### config.mk
export PLATFORM = sky130hd
export DESIGN_NAME = rob_flat
export DESIGN_NICKNAME = d
export VERILOG_FILES = /design/src/rtl/rob_if.sv /design/src/rtl/rob.sv /design/src/flat_wrapper.sv
export SDC_FILE = /design/constraint.sdc
export NUM_CORES = 1
export LEC_CHECK = 0
export ABC_AREA = 1
export CELL_PAD_IN_SITES_DETAIL_PLACEMENT = 1
export CELL_PAD_IN_SITES_GLOBAL_PLACEMENT = 1
export CORE_MARGIN = 2
export CORE_UTILIZATION = 40
export CTS_CLUSTER_DIAMETER = 100
export DETAILED_ROUTE_END_ITERATION = 7
export GPL_TIMING_DRIVEN = 0
export HOLD_SLACK_MARGIN = 0.08
export PLACE_DENSITY = 0.8
export SLEW_MARGIN = 20
export SYNTH_ARGS = -nofsm -noshare
export SYNTH_HDL_FRONTEND = slang
export SYNTH_SLANG_ARGS = --single-unit
### constraint.sdc
create_clock -name i_clk -period 2.93 [get_ports i_clk]
set_input_delay 0.7325 -clock i_clk [delete_from_list [all_inputs] [get_ports i_clk]]
set_output_delay 0.7325 -clock i_clk [all_outputs]
set_load 0.01 [all_outputs]
### src/rtl/rob_if.sv
// Handshake/bus bundle between dispatch, RAT, writeback bus, ARF commit port and the reorder buffer.
interface rob_if #(
   parameter int DEPTH  = 4,
   parameter int DATA_W = 16,
   parameter int ARCH_W = 2
);
   localparam int TW = $clog2(DEPTH);

   logic              i_flush;
   logic              i_alloc_valid;
   logic [ARCH_W-1:0] i_alloc_dst;
   logic              o_alloc_ready;
   logic              o_rat_valid;
   logic [TW-1:0]     o_rat_rob_addr;
   logic [ARCH_W-1:0] o_rat_dst_addr;
   logic              i_wb_valid;
   logic [TW-1:0]     i_wb_tag;
   logic [DATA_W-1:0] i_wb_data;
   logic              i_commit_ready;
   logic              o_commit_valid;
   logic [TW-1:0]     o_commit_tag;
   logic [ARCH_W-1:0] o_commit_dst;
   logic [DATA_W-1:0] o_commit_data;
   logic [TW:0]       o_count;
   logic              o_full;
   logic              o_empty;

   modport slave (
      input  i_flush, i_alloc_valid, i_alloc_dst, i_wb_valid, i_wb_tag, i_wb_data, i_commit_ready,
      output o_alloc_ready, o_rat_valid, o_rat_rob_addr, o_rat_dst_addr,
             o_commit_valid, o_commit_tag, o_commit_dst, o_commit_data,
             o_count, o_full, o_empty
   );

   modport master (
      output i_flush, i_alloc_valid, i_alloc_dst, i_wb_valid, i_wb_tag, i_wb_data, i_commit_ready,
      input  o_alloc_ready, o_rat_valid, o_rat_rob_addr, o_rat_dst_addr,
             o_commit_valid, o_commit_tag, o_commit_dst, o_commit_data,
             o_count, o_full, o_empty
   );
endinterface

### src/rtl/rob.sv
// Reorder buffer: in-order allocate/retire with out-of-order writeback capture.
// Optional ROB_WB_BYPASS_EN lets a head-entry writeback retire in the same cycle.
module rob #(
   parameter int DEPTH  = 4,
   parameter int DATA_W = 16,
   parameter int ARCH_W = 2
) (
   input logic i_clk,
   input logic i_rstn,
   rob_if.slave bus
);
   localparam int TW = $clog2(DEPTH);

   logic [TW:0]       head, tail, count;
   logic [TW-1:0]     head_idx, tail_idx;
   logic [DEPTH-1:0]  vld, done;
   logic [ARCH_W-1:0] dst_q  [DEPTH];
   logic [DATA_W-1:0] data_q [DEPTH];
   logic              full, alloc_fire, commit_fire, wb_ok, byp_hit;

   assign head_idx = head[TW-1:0];
   assign tail_idx = tail[TW-1:0];
   // Wrap bit makes tail-head an exact occupancy in 0..DEPTH.
   assign count    = tail - head;
   assign full     = (head_idx == tail_idx) && (head[TW] != tail[TW]);

   assign alloc_fire = bus.i_alloc_valid & ~full & ~bus.i_flush;
   assign wb_ok      = bus.i_wb_valid & vld[bus.i_wb_tag] & ~done[bus.i_wb_tag] & ~bus.i_flush;

`ifdef ROB_WB_BYPASS_EN
   assign byp_hit = vld[head_idx] & ~done[head_idx] & bus.i_wb_valid & (bus.i_wb_tag == head_idx);
`else
   assign byp_hit = 1'b0;
`endif

   assign bus.o_commit_valid = vld[head_idx] & (done[head_idx] | byp_hit) & ~bus.i_flush;
   assign commit_fire        = bus.o_commit_valid & bus.i_commit_ready;
   assign bus.o_commit_tag   = head_idx;
   assign bus.o_commit_dst   = dst_q[head_idx];
   assign bus.o_commit_data  = byp_hit ? bus.i_wb_data : data_q[head_idx];

   assign bus.o_alloc_ready  = ~full;
   assign bus.o_rat_valid    = alloc_fire;
   assign bus.o_rat_rob_addr = tail_idx;
   assign bus.o_rat_dst_addr = bus.i_alloc_dst;
   assign bus.o_count        = count;
   assign bus.o_full         = full;
   assign bus.o_empty        = (count == '0);

   always_ff @(posedge i_clk or negedge i_rstn) begin
      if (!i_rstn) begin
         head <= '0;
         tail <= '0;
         vld  <= '0;
         done <= '0;
         for (int i = 0; i < DEPTH; i++) begin
            dst_q[i]  <= '0;
            data_q[i] <= '0;
         end
      end else if (bus.i_flush) begin
         head <= '0;
         tail <= '0;
         vld  <= '0;
         done <= '0;
      end else begin
         if (wb_ok) begin
            done[bus.i_wb_tag]   <= 1'b1;
            data_q[bus.i_wb_tag] <= bus.i_wb_data;
         end
         if (alloc_fire) begin
            vld[tail_idx]    <= 1'b1;
            done[tail_idx]   <= 1'b0;
            dst_q[tail_idx]  <= bus.i_alloc_dst;
            data_q[tail_idx] <= '0;
            tail             <= tail + 1'b1;
         end
         // Retire last so a bypassed head writeback is cleared along with the entry.
         if (commit_fire) begin
            vld[head_idx]  <= 1'b0;
            done[head_idx] <= 1'b0;
            head           <= head + 1'b1;
         end
      end
   end
endmodule

### src/flat_wrapper.sv
// flat-port wrapper written by rule: the top's interface ports become plain ports
module rob_flat 
#(
   parameter int DEPTH  = 4,
   parameter int DATA_W = 16,
   parameter int ARCH_W = 2
)
  (i_clk, i_rstn, bus_i_flush, bus_i_alloc_valid, bus_i_alloc_dst, bus_i_wb_valid, bus_i_wb_tag, bus_i_wb_data, bus_i_commit_ready, bus_o_alloc_ready, bus_o_rat_valid, bus_o_rat_rob_addr, bus_o_rat_dst_addr, bus_o_commit_valid, bus_o_commit_tag, bus_o_commit_dst, bus_o_commit_data, bus_o_count, bus_o_full, bus_o_empty);
  rob_if #(.DEPTH(DEPTH), .DATA_W(DATA_W), .ARCH_W(ARCH_W)) bus_i ();
  input logic i_clk;
  input logic i_rstn;
  input wire logic [$bits(bus_i.i_flush)-1:0] bus_i_flush;
  input wire logic [$bits(bus_i.i_alloc_valid)-1:0] bus_i_alloc_valid;
  input wire logic [$bits(bus_i.i_alloc_dst)-1:0] bus_i_alloc_dst;
  input wire logic [$bits(bus_i.i_wb_valid)-1:0] bus_i_wb_valid;
  input wire logic [$bits(bus_i.i_wb_tag)-1:0] bus_i_wb_tag;
  input wire logic [$bits(bus_i.i_wb_data)-1:0] bus_i_wb_data;
  input wire logic [$bits(bus_i.i_commit_ready)-1:0] bus_i_commit_ready;
  output wire logic [$bits(bus_i.o_alloc_ready)-1:0] bus_o_alloc_ready;
  output wire logic [$bits(bus_i.o_rat_valid)-1:0] bus_o_rat_valid;
  output wire logic [$bits(bus_i.o_rat_rob_addr)-1:0] bus_o_rat_rob_addr;
  output wire logic [$bits(bus_i.o_rat_dst_addr)-1:0] bus_o_rat_dst_addr;
  output wire logic [$bits(bus_i.o_commit_valid)-1:0] bus_o_commit_valid;
  output wire logic [$bits(bus_i.o_commit_tag)-1:0] bus_o_commit_tag;
  output wire logic [$bits(bus_i.o_commit_dst)-1:0] bus_o_commit_dst;
  output wire logic [$bits(bus_i.o_commit_data)-1:0] bus_o_commit_data;
  output wire logic [$bits(bus_i.o_count)-1:0] bus_o_count;
  output wire logic [$bits(bus_i.o_full)-1:0] bus_o_full;
  output wire logic [$bits(bus_i.o_empty)-1:0] bus_o_empty;
  assign bus_i.i_flush = bus_i_flush;
  assign bus_i.i_alloc_valid = bus_i_alloc_valid;
  assign bus_i.i_alloc_dst = bus_i_alloc_dst;
  assign bus_i.i_wb_valid = bus_i_wb_valid;
  assign bus_i.i_wb_tag = bus_i_wb_tag;
  assign bus_i.i_wb_data = bus_i_wb_data;
  assign bus_i.i_commit_ready = bus_i_commit_ready;
  assign bus_o_alloc_ready = bus_i.o_alloc_ready;
  assign bus_o_rat_valid = bus_i.o_rat_valid;
  assign bus_o_rat_rob_addr = bus_i.o_rat_rob_addr;
  assign bus_o_rat_dst_addr = bus_i.o_rat_dst_addr;
  assign bus_o_commit_valid = bus_i.o_commit_valid;
  assign bus_o_commit_tag = bus_i.o_commit_tag;
  assign bus_o_commit_dst = bus_i.o_commit_dst;
  assign bus_o_commit_data = bus_i.o_commit_data;
  assign bus_o_count = bus_i.o_count;
  assign bus_o_full = bus_i.o_full;
  assign bus_o_empty = bus_i.o_empty;
  rob #(.DEPTH(DEPTH), .DATA_W(DATA_W), .ARCH_W(ARCH_W)) u_core (.i_clk(i_clk), .i_rstn(i_rstn), .bus(bus_i));
endmodule
==> results.txt <==
- Post-layout min period: between 2 and 3 ns
* Pin count of the biggest net entering global routing: 52
- At the end of the flow the core is filled with cells to between 50% and 60%.
* Slowest CP cell: sky130_fd_sc_hd__clkdlybuf4s50_1
- Buffer cell driving the clock tree root: sky130_fd_sc_hd__clkbuf_16
- Headroom to the max-slew limit came out at approximately 48%.
- Y dimension of the die: approximately 130 um
* # placed instances: 1074
- The layout has approximately 1900 filler cells.
- Clock-pin slew was measured on the worst setup and hold paths at roughly 0.070 ns.
- Antenna diodes: 0
* Pre-CTS setup slack: -1.07 ns
* Timing-limited maximum frequency: roughly 350 MHz
- DP Wirelength: ~16000 um
- The clock network is responsible for 26.3% of the overall power.
* Footprint of the flip-flops and latches: between 2000 and 2500 um2
- Flop and latch count out of synthesis: between 80 and 90
- For this run, design rule violations remaining after detail routing come to 0.
* Top layer used by detailed routing: met4
* Length of routed wiring on met1: roughly 10000 um
* Post-synthesis instance area: ~6000 um2
- Initial cell density of the core: 41.3%
- Cell breakdown of the critical path: inv_1 -> buf_6 -> clkbuf_8 -> a21oi_2 -> a21oi_1 -> clkdlybuf4s50_1
- GRT Residual Overflow: 0
- For this run, asynchronously set or reset flops after synthesis account for 100%.
- Required time at the worst-slack endpoint: around 2.2 ns
* Synthesized area divided by synthesized cell count: 7.27 um2
- Length of routed met3 wiring: about 1200 um
* Crit share post-route: around 97%
- At the later pin of the worst-skew pair, clock insertion delay measures about 0.36 ns.
* Worst Tran Pin Value: between 0.7 and 0.8 ns
- The most used flip-flop cell after synthesis is sky130_fd_sc_hd__dfrtp_1.
- Counting along the longest clock path gives a buffer depth of 2.
- The internal power of the cells totals a little under 3000 uW.
* Yosys synthesis warning count: 0
- Multi-input gate area in the final layout: 3110 um2
- Relative contribution of combinational cells to total power: 35.4%
* Met2 WL post-DR: between 10000 and 15000 um
- Routability-driven placement finished with a final weighted congestion of roughly 0.86.
- Initial DRT Pass Iterations: 5
- The library cell used most frequently in the layout, excluding fill and tap cells, is sky130_fd_sc_hd__nand2_1.
- Final critical-path setup slack: around 0.084 ns
* Number of nets in the layout: 945
- In this run the number of H-tree levels came out at 3.
- The number of antenna violations at the first check in global routing came to 0.
- Die span in x: 127 um
- The number of hold buffers added after CTS was 0.
- On the worst path, the slowest cell contributes a delay of 0.54 ns.
- CTS tree: done
* Setup clock skew after layout: between 0.007 and 0.008 ns
- In this run, CTS created clock tree buffers numbering 9.
- Switching share of power: a little under two fifths
- Share of cells above drive strength 1: between 10% and 20%
- Port Buf Inserts: 57
- Sort of element at the end of the critical path: primary output
* Routed wire per std cell: roughly 21 um
- In the global route stage, overall resource usage came out at around 30%.
- Leakage power figure: a little under 0.004 uW
* Number of DRC violations after detailed-routing iteration 0: 473
- The initialized floorplan defines between 40 and 50 standard-cell rows.
- Outcome: finished clean
- Total power density per cell area: approximately 630 nW/um2
- Setup violations remaining at the end of the flow were counted as 0.
- Data arrives at the worst endpoint at 2.11 ns.
* Instance count of the mapped netlist: roughly 830
- Maximum vdd drop: 0.340 mV
- Counting every net in the synthesized netlist gives 869.
- In this run the remaining antenna-violating nets after routing total 0.
- Placeable Area: roughly 15000 um2
- The area growth from synthesis to layout is 22.9%.
* Number of endpoints with negative hold slack in the final report: 0
- Register-to-register setup slack: 0.76 ns
- The top cell types in the final layout, fill and taps aside, are sky130_fd_sc_hd__nand2_1, sky130_fd_sc_hd__inv_1, sky130_fd_sc_hd__dfrtp_1.
* Total of max-cap violations: 0
* Wire length of the first global-routing pass: ~36000 um
* Startpoint-to-endpoint class of the critical path: reg -> out
- The synthesized design contains 0 enable-type register cells.
- The die covers around 16000 um2.
- IO Count: between 50 and 60
* Total number of vias: between 6000 and 7000
- Final wirelength: approximately 23000 um
* Beginning of the worst register-to-register path: u_core.head[1]
- Type of the tightest min-delay check: in -> async
- Startpoint class of the critical path: register
- Power share of the sequential group: between 30% and 40%
- Worst Reg2Reg Path Length in Cells: 10
* Sequential fraction of the synthesis area: a little over a third
- Hold is met by around 0.29 ns.
* Count of non-filler cells in the finished layout: 1097
* Distinct cells, synth: 29
- The worst register-to-register path ends at u_core.data_q[51].
* Clock sink count: 86
- Peak fanout along the critical path: 10
- The number of global-route vias before repair was 6390.
- Switching pwr: 1740 uW
- The number of pins with negative max-slew slack in the final report came to 0.
- Avg Vias per Cell: approximately 5.7
-- registers in the layout (all words and copies together), names as in the netlist --
signal,count
u_core.dst_q,8
u_core.tail,3
u_core.head,3
u_core.data_q,64
u_core.done,4
u_core.vld,4
-- power groups by stage --
stage	Clock, uW	Sequential (uW)	Combinational [uW]
2_1_floorplan	0	1730	1150
3_3_place_gp	0	1800	1580
3_5_place_dp	0	1810	1640
4_1_cts	1230	1790	1660
5_1_grt	1280	1840	1870
6_report	1230	1800	1660
-- critical path: cells and delay by family, from the launching register on --
kind,cells,cell delay (ns)
flip-flops,1,0.47
buffers and inverters,4,1.05
AO/OA/AOI/OAI,2,0.22
-- final cells by class --
| type | instances | share of cell area (%) |
|---|---|---|
| sequential | 86 | 29.0 |
| clock buffer | 13 | 3.50 |
| buffer | 62 | 6.56 |
| timing repair buffer | 67 | 9.71 |
| inverter | 112 | 5.72 |
| clock inverter | 3 | 0.572 |
| multi-input combinational | 570 | 41.8 |
| tap | 184 | 3.10 |
-- cell usage after synthesis (3+ instances only) --
library cell	number	share of area (%)
sky130_fd_sc_hd__a21oi_1	48	4.0
sky130_fd_sc_hd__inv_1	107	6.6
sky130_fd_sc_hd__nand2_2	3	0.31
sky130_fd_sc_hd__buf_2	18	1.5
sky130_fd_sc_hd__ha_1	10	2.1
sky130_fd_sc_hd__dfrtp_1	86	36
sky130_fd_sc_hd__clkbuf_1	22	1.4
sky130_fd_sc_hd__nand2_1	199	12
sky130_fd_sc_hd__nor2_1	57	3.5
sky130_fd_sc_hd__clkinv_1	3	0.19
sky130_fd_sc_hd__o21ai_0	80	6.6
sky130_fd_sc_hd__buf_4	11	1.4
sky130_fd_sc_hd__a2bb2oi_2	15	3.7
sky130_fd_sc_hd__a31oi_1	4	0.41
sky130_fd_sc_hd__nand3_2	16	2.6
sky130_fd_sc_hd__a2bb2oi_1	43	6.2
sky130_fd_sc_hd__nand3_1	59	4.9
sky130_fd_sc_hd__o21a_1	5	0.62
sky130_fd_sc_hd__buf_6	12	2.2
sky130_fd_sc_hd__nand3b_1	6	0.74
sky130_fd_sc_hd__nor3_1	17	1.4
-- per-layer routing --
layer / track usage (%) / vias to the layer above
li1: - / 2859
met1: 40.3 / 3125
met2: 47.9 / 201
met3: 3.56 / 45
met4: 11.3 / 0
met5: 0 / -
-- worst max-delay path by stage --
stage	start	end	slack, ns	depth (start not counted)
3_5_place_dp	u_core.head[1]	bus_o_rat_valid	-1.07	10
4_1_cts	bus_i_flush	bus_o_commit_valid	0.002	5
2_1_floorplan	u_core.head[1]	bus_o_rat_valid	0.33	9
3_3_place_gp	i_rstn	u_core.data_q[22]	-2.41	1
6_report	u_core.head[0]	bus_o_commit_data[12]	0.08	6
5_1_grt	u_core.tail[0]	bus_o_empty	-0.01	6
-- repair_timing --
item                                    CTS  global route
endpoints found under the setup margin   98            22
buffers inserted                          9             0
gates resized for setup                  38            34
-- cells by family after synthesis --
group	synth area share [%]
AND/OR/NAND/NOR	26.2
AO/OA/AOI/OAI	21.8
buffers and inverters	13.7
flip-flops	35.6
adder cells (fa/ha/maj)	2.40
XOR/XNOR	0.434
-- per-stage QoR --
step	setup TNS, ns	cell area, um2	power, uW
after detailed placement	-9.29	6880	3450
after global routing	-0.0115	7430	4990
after floorplan	0	6050	2880
after global placement	-212.68	6850	3380
final	0	7430	4690
after CTS	0	7370	4680
No activity file was read; power rests on OpenSTA's default activity.
